<file path="config.mk">
export PLATFORM = sky130hd
export DESIGN_NAME = serial_subtractor
export DESIGN_NICKNAME = d
export VERILOG_FILES = /design/src/rtl/serial_subtractor_pkg.sv /design/src/rtl/full_subtractor_1bit.sv /design/src/rtl/serial_subtractor.sv
export SDC_FILE = /design/constraint.sdc
export NUM_CORES = 1
export LEC_CHECK = 0
export ABC_AREA = 1
export CAP_MARGIN = 10
export CORE_ASPECT_RATIO = 1.5
export CORE_MARGIN = 2
export CORE_UTILIZATION = 35
export CTS_CLUSTER_DIAMETER = 50
export DETAILED_ROUTE_END_ITERATION = 7
export DONT_BUFFER_PORTS = 1
export PLACE_DENSITY_LB_ADDON = 0.12
export SETUP_SLACK_MARGIN = 0.4
export SKIP_CTS_REPAIR_TIMING = 1
export SYNTH_ARGS = -nofsm -noshare
export SYNTH_HDL_FRONTEND = slang
export SYNTH_HIERARCHICAL = 1
export SYNTH_SLANG_ARGS = --single-unit
</file>
<file path="constraint.sdc">
create_clock -name clk -period 2.6 [get_ports clk]
set_clock_uncertainty 0.1 [all_clocks]
set_input_delay 0.39 -clock clk [delete_from_list [all_inputs] [get_ports clk]]
set_output_delay 0.39 -clock clk [all_outputs]
set_load 0.02 [all_outputs]
</file>
<file path="src/rtl/serial_subtractor_pkg.sv">
// Shared types and defaults for the bit-serial subtractor.
package serial_subtractor_pkg;
  typedef enum logic [1:0] {IDLE, RUN, DONE} sub_state_e;
  localparam int DEFAULT_WIDTH = 4;
endpackage

</file>
<file path="src/rtl/full_subtractor_1bit.sv">
// Combinational 1-bit full subtractor: a - b - borrow.
module full_subtractor_1bit (
  input  logic a_i,
  input  logic b_i,
  input  logic borrow_i,
  output logic diff_o,
  output logic borrow_o
);
  assign diff_o   = a_i ^ b_i ^ borrow_i;
  assign borrow_o = (~a_i & b_i) | (~(a_i ^ b_i) & borrow_i);
endmodule

</file>
<file path="src/rtl/serial_subtractor.sv">
// Bit-serial WIDTH-bit subtractor, LSB first, with valid/ready on both sides.
// Define SERIAL_SUB_OVERFLOW_EN to add the signed-overflow output.
module serial_subtractor
  import serial_subtractor_pkg::*;
#(
  parameter int WIDTH = DEFAULT_WIDTH
) (
  input  logic             clk,
  input  logic             reset,
  input  logic             in_valid,
  output logic             in_ready,
  input  logic             borrow_in,
  input  logic [WIDTH-1:0] data_a,
  input  logic [WIDTH-1:0] data_b,
  output logic             out_valid,
  input  logic             out_ready,
  output logic [WIDTH-1:0] diff,
`ifdef SERIAL_SUB_OVERFLOW_EN
  output logic             overflow,
`endif
  output logic             borrow_out
);
  localparam int CW = (WIDTH > 1) ? $clog2(WIDTH) : 1;
  localparam logic [CW-1:0] LAST = CW'(WIDTH - 1);

  sub_state_e       state_q, state_d;
  logic [CW-1:0]    cnt_q, cnt_d;
  logic [WIDTH-1:0] a_q, a_d, b_q, b_d, diff_q, diff_d;
  logic             br_q, br_d, bout_q, bout_d;
  logic             fs_diff, fs_borrow;
`ifdef SERIAL_SUB_OVERFLOW_EN
  logic             ovf_q, ovf_d;
`endif

  full_subtractor_1bit u_fs (
    .a_i      (a_q[cnt_q]),
    .b_i      (b_q[cnt_q]),
    .borrow_i (br_q),
    .diff_o   (fs_diff),
    .borrow_o (fs_borrow)
  );

  always_comb begin
    state_d = state_q;
    cnt_d   = cnt_q;
    a_d     = a_q;
    b_d     = b_q;
    br_d    = br_q;
    diff_d  = diff_q;
    bout_d  = bout_q;
`ifdef SERIAL_SUB_OVERFLOW_EN
    ovf_d   = ovf_q;
`endif
    case (state_q)
      IDLE: if (in_valid) begin
        a_d     = data_a;
        b_d     = data_b;
        br_d    = borrow_in;
        cnt_d   = '0;
        diff_d  = '0;
        state_d = RUN;
      end
      RUN: begin
        diff_d[cnt_q] = fs_diff;
        br_d          = fs_borrow;
        cnt_d         = cnt_q + CW'(1);
        if (cnt_q == LAST) begin
          state_d = DONE;
          cnt_d   = '0;
          bout_d  = fs_borrow;
`ifdef SERIAL_SUB_OVERFLOW_EN
          // fs_diff is the MSB of the result on this final cycle
          ovf_d   = (a_q[WIDTH-1] != b_q[WIDTH-1]) && (fs_diff != a_q[WIDTH-1]);
`endif
        end
      end
      DONE: if (out_ready) state_d = IDLE;
      default: state_d = IDLE;
    endcase
  end

  always_ff @(posedge clk) begin
    if (reset) begin
      state_q <= IDLE;
      cnt_q   <= '0;
      a_q     <= '0;
      b_q     <= '0;
      br_q    <= 1'b0;
      diff_q  <= '0;
      bout_q  <= 1'b0;
`ifdef SERIAL_SUB_OVERFLOW_EN
      ovf_q   <= 1'b0;
`endif
    end else begin
      state_q <= state_d;
      cnt_q   <= cnt_d;
      a_q     <= a_d;
      b_q     <= b_d;
      br_q    <= br_d;
      diff_q  <= diff_d;
      bout_q  <= bout_d;
`ifdef SERIAL_SUB_OVERFLOW_EN
      ovf_q   <= ovf_d;
`endif
    end
  end

  // Reset masks in_ready so no operand is offered while the block is held.
  assign in_ready   = (state_q == IDLE) && !reset;
  assign out_valid  = (state_q == DONE);
  assign diff       = diff_q;
  assign borrow_out = bout_q;
`ifdef SERIAL_SUB_OVERFLOW_EN
  assign overflow   = ovf_q;
`endif
endmodule

</file>
=== After elaboration in Yosys (flattened, before gate mapping) ===
Cells that the tools add are included.

* Register bits after elaboration: 18
* Input port bits: 13
* Output and inout port bits: 7
* Word-level logic and storage cells: 50

* Add/subtract/negate cells: 1
* Order comparisons: 2
* Eq/ne operators: 6
* Mux-type cells: 18
* Bitwise operators: 7
* Reduce and logical (&&, ||, !) cells: 9

{| class="wikitable"
|+ Operator list
! cell !! number
|-
| 2-to-1 mux 2 bit || 5
|-
| one-hot mux 4 bit (2 select lines) || 1
|-
| one-hot mux 2 bit (3 select lines) || 1
|-
| AND reduction 2 bit || 3
|-
| binary-select mux 1 bit (select 2 bit) || 2
|-
| bitwise mux 4 bit || 1
|-
| == test 2 bit (second input constant) || 2
|-
| 2-to-1 mux 1 bit || 4
|-
| 2-to-1 mux 4 bit || 1
|-
| inequality test 2 bit (second input constant) || 2
|-
| one-hot mux 2 bit (2 select lines) || 1
|-
| < comparator 2 x 3 -> 1 bit (second input constant) || 1
|-
| AND reduction 3 bit || 1
|-
| adder 2 x 1 -> 2 bit (second input constant) || 1
|-
| bitwise AND 1 bit || 2
|-
| demux 1 bit (select 2 bit) || 1
|-
| == test 2 x 1 -> 1 bit (second input constant) || 1
|-
| greater-or-equal comparator 2 x 1 -> 1 bit (second input constant) || 1
|-
| logical AND 1 bit || 2
|-
| zero test 2 bit || 1
|-
| inequality test 2 x 1 -> 1 bit (second input constant) || 1
|-
| inverter 1 bit || 2
|-
| one-hot mux 1 bit (2 select lines) || 1
|-
| nonzero test 2 bit || 1
|-
| 3 further kinds || 4
|}

=== Depth between registers and ports, before layout ===
* Depth after elaboration: 7
* Mapped depth: 10
* Mapped depth without buffers: 10

=== Modules after synthesis ===
The synthesis kept the hierarchy.

{| class="wikitable"
|+ Modules (own cells, without submodules)
! module !! instances !! cells each !! area an instance (um2) !! sequential area each (um2)
|-
| serial_subtractor || 1 || 116 || 910.9 || 360.3
|-
| full_subtractor_1bit || 1 || 4 || 31.3 || 0.0
|}

=== Least setup slack after synthesis ===
OpenSTA, ideal clock, no wires.

* Kind: register to register
* From: reg cnt_q[0]
* To: reg diff_q[3], in the netlist diff[3]
* Setup time: 64 ps
* Arrival: 1689 ps
* Data required time: 2436 ps
* Setup slack: 747 ps
* Cell stages (with the launch flop): 9
* Path buffers: 0
* Period minus slack after synthesis: 1853 ps
* Cell sequence: dfxtp_1 > inv_1 > o21ai_0 > o22ai_1 > fa_1 > nand2_1 > nor2_1 > a21oi_2 > nor2_1

* Word-level cells in the longest chain between the ends: 6
* Elaborated cells on any way between the ends: 13
* Classes of those cells: order compare: 2; mux: 8; bitwise: 2; reduce/logical: 1

{| class="wikitable"
|+ Ends and longest elaborated chain
! what !! line !! RTL
|-
| start, declared || serial_subtractor.sv:27 || <nowiki>logic [CW-1:0] cnt_q, cnt_d;</nowiki>
|-
| start signal, assigned || serial_subtractor.sv:96 || <nowiki>cnt_q <= cnt_d;</nowiki>
|-
| binary-select mux 1 bit (select 2 bit) (on tied branches) || serial_subtractor.sv:36, serial_subtractor.sv:37 ||
|-
| 2-to-1 mux 1 bit (on tied branches) || serial_subtractor.sv:36, serial_subtractor.sv:37 ||
|-
| bitwise XOR 1 bit (*) (2 in series) || full_subtractor_1bit.sv:9 || <nowiki>assign diff_o = a_i ^ b_i ^ borrow_i;</nowiki>
|-
| via fs_diff || serial_subtractor.sv:30 || <nowiki>logic fs_diff, fs_borrow;</nowiki>
|-
| bitwise mux 4 bit (*) || serial_subtractor.sv:64 || <nowiki>diff_d[cnt_q] = fs_diff;</nowiki>
|-
| one-hot mux 4 bit (2 select lines) (*) || serial_subtractor.sv:54 || <nowiki>case (state_q)</nowiki>
|-
| end signal, assigned || serial_subtractor.sv:100 || <nowiki>diff_q <= diff_d;</nowiki>
|-
| end, declared || serial_subtractor.sv:28 || <nowiki>logic [WIDTH-1:0] a_q, a_d, b_q, b_d, diff_q, diff_d;</nowiki>
|}

The timed path passes the listed nets; every way through them passes the cells marked *. The select of a mux whose other input is x is not followed.
A chain may end at the register's enable or synchronous reset.

=== Worst setup path in the final report ===
Same ends and word-level chain as after synthesis.

==> summary.txt <==
Setup path
  – Reg2reg setup slack: between 0.6 and 0.7 ns
  – CP max FO: 9
  – Setup Crit Path Kind: flip-flop to flip-flop
  – Req. time, crit path: 2.70 ns
  – FF-to-FF path depth: 8
  – Crit path DAT: between 2 and 2.5 ns
  – Worst R2R End: diff[3]
  – Endpoint class of the critical path: flip-flop
  – Crit start category: flip-flop
  – FF-to-FF Start: cnt_q[0]

Synth
  – Area share of the largest cell type after synthesis: 0.3825
  – Most frequent cell after synthesis: nor2_1
  – FF+latch count, synth: 18
  – EDFF count, synth: 0
  – Most used DFF post-synth: dfxtp_1
  – Syn Area/Cell: roughly 8 um^2
  – Post-synth top area cell: dfxtp_1
  – Post-Syn Area: approximately 940 um^2
  – Largest cells by area after synthesis: dfxtp_1 (38%), nor2_1 (11%), ha_1 (6.6%)
  – Synth async-reset ratio: 0
  – Post-Syn Nets: around 140
  – Syn Inst Count: 120
  – Ys Warns: 6
  – Synth top cells by count: nor2_1 (28), dfxtp_1 (18), nand2_1 (11), inv_1 (10), nand3_1 (9)
  – Post-synthesis sequential area ratio: 0.3825
  – Netlist cell types: 23

STA
  – Fin Hold WS: 0.08800 ns
  – TNS Setup: 0 ns
  – Slew @ Worst Pin: around 0.39 ns
  – Max Clk Rate: ~0.51 GHz
  – RSZ-0062 raised after global routing: no
  – Hold violation total from the final report: 0
  – Slew Viols, Final: 0
  – Final min period: around 2 ns
  – Final worst path period share: 0.7508
  – Relative slew slack: 0.7364
  – # setup viols final: 0

Outcome
  – Status: finished clean

Pwr
  – Total Power: roughly 0.00061 W
  – Peak supply drop: approximately 280 uV
  – PD cells: 611.6 nW/um^2
  – Leak: around 0.40 nW

Worst hold path
  – Hold endpoint: diff[1]
  – Hold crit path type: primary input to flip-flop
  – WHS Path Cells: 1
  – Hold_sp: reset

Clocking
  – Clk sinks: 18
  – Clock tree buffer depth: 2
  – CTS Buf Count: 3
  – Worst-path clk slew: ~0.07 ns
  – Clock latency on the worst-skew pair: ~0.25 ns
  – Clock root buffer: clkbuf_8
  – H-tree depth: 1
  – CTS tree: built

Global routing
  – GRT Total Usage: 0.1411
  – Largest net degree at the start of global routing: 15
  – First-pass GRT wire length: between 3000 and 4000 um
  – Vias in the first global route: 746
  – Initial antenna violation count: 0
  – Global route overflow: 0

Detailed routing
  – DR WL/cell: 11.85 um
  – Pre-Repair DR Iteration Count: 4
  – Via Count: 744
  – Post-route ant nets: 0
  – DRT Wirelength: between 1500 and 2000 um
  – # DRC: 0
  – DRT iter0 DRCs: 12
  – DR vias/cell: around 4.8

Finish
  – Final Net Count: 140
  – # diodes: 0
  – Area Overhead vs Synth: 5.046%
  – Core Util, Final: 0.3779
  – FILL cells: just under 300
  – Fraction of layout cells with a size suffix above 1: 0.1513

Floorplan
  – Initial core utilization: 0.3598
  – Core area: around 2600 um^2
  – Num rows: 23
  – Die width: ~46 um
  – IO Count: 20
  – Die area: ~3100 um^2
  – Die Y: between 60 and 70 um

Placement
  – Count of input and output buffers: 0
  – Gpl congestion: about 0.80
  – Final HPWL DP: approximately 1500 um

Run
  – Max cap viols: 0
through the flow:
stage / setup WS, ns / cells / cell area, um^2
3_5_place_dp: 0.5397 / 153 / 947.2
2_1_floorplan: 0.7472 / 120 / 942.2
3_3_place_gp: 0.6323 / 153 / 947.2
4_1_cts: 0.5252 / 156 / 988.4
6_report: 0.6479 / 156 / 989.7
5_1_grt: 0.4789 / 156 / 989.7
sequential cells by signal, summed over array words and instances (netlist names):
name / count
cnt_q: 2
a_q: 4
state_q: 2
br_q: 1
borrow_out: 1
diff: 4
b_q: 4
routing by layer:
layer  GRT usage  vias to the layer above  part of all wire
li1            -                      387                 -
met1      0.1471                      335              0.40
met2      0.2500                       17              0.53
met3     0.02406                        5             0.043
met4     0.08571                        0             0.026
met5           0                        -                 0
power breakdown:
group / total, W / switching (W) / leakage (nW) / internal, W
registers: 0.000315 / 0.0000205 / 0.148 / 0.000295
logic: 0.0000953 / 0.0000594 / 0.231 / 0.0000359
clock network: 0.000195 / 0.0000917 / 0.0216 / 0.000103
worst max-delay path, stage by stage, from the launching register on:
cell and delay [ns]:
dfxtp_2 0.41, inv_1 0.14, o21ai_0 0.18, o22ai_1 0.12, fa_1 0.62, nand2_1 0.07
nor2_1 0.13, a21oi_2 0.04, nor2_1 0.09
kinds of logic (layout without fill, tap and decap cells):
family,Yosys count,in the layout,synth area share
and+or+nand+nor,56,56,0.2855
AOI/OAI and AO/OA,24,24,0.1527
DFF,18,18,0.3825
buffers and inverters,16,15,0.09164
adders and majority gates,6,6,0.08765
cells in the final DEF (no fill, tap or decap), drive strengths merged:
cell type / n
nor2: 31
dfxtp: 18
o21ai: 14
nand2: 12
inv: 12
nand3: 12
a21oi: 7
ha: 5
clkbuf: 3
o22ai: 2
o21a: 1
nand3b: 1
fa: 1
final cells by class:
| type | instances | area (um^2) | share of cell area |
|---|---|---|---|
| inverters | 12 | 45.04 | 0.04551 |
| clock buffers | 3 | 41.29 | 0.04172 |
| well taps | 37 | 46.29 | 0.04678 |
| multi-input cells | 86 | 495.5 | 0.5006 |
| flip-flops and latches | 18 | 361.6 | 0.3654 |
worst max path at each step:
stage | slack [ns] | startpoint | end
global placement | 0.63 | cnt_q[0] | diff[3]
detailed placement | 0.54 | cnt_q[0] | diff[3]
floorplan | 0.75 | cnt_q[0] | diff[3]
global route | 0.48 | cnt_q[0] | diff[3]
CTS | 0.53 | cnt_q[0] | diff[3]
finish | 0.65 | cnt_q[0] | diff[3]
Note: power is estimated with default switching activity, not from simulation.
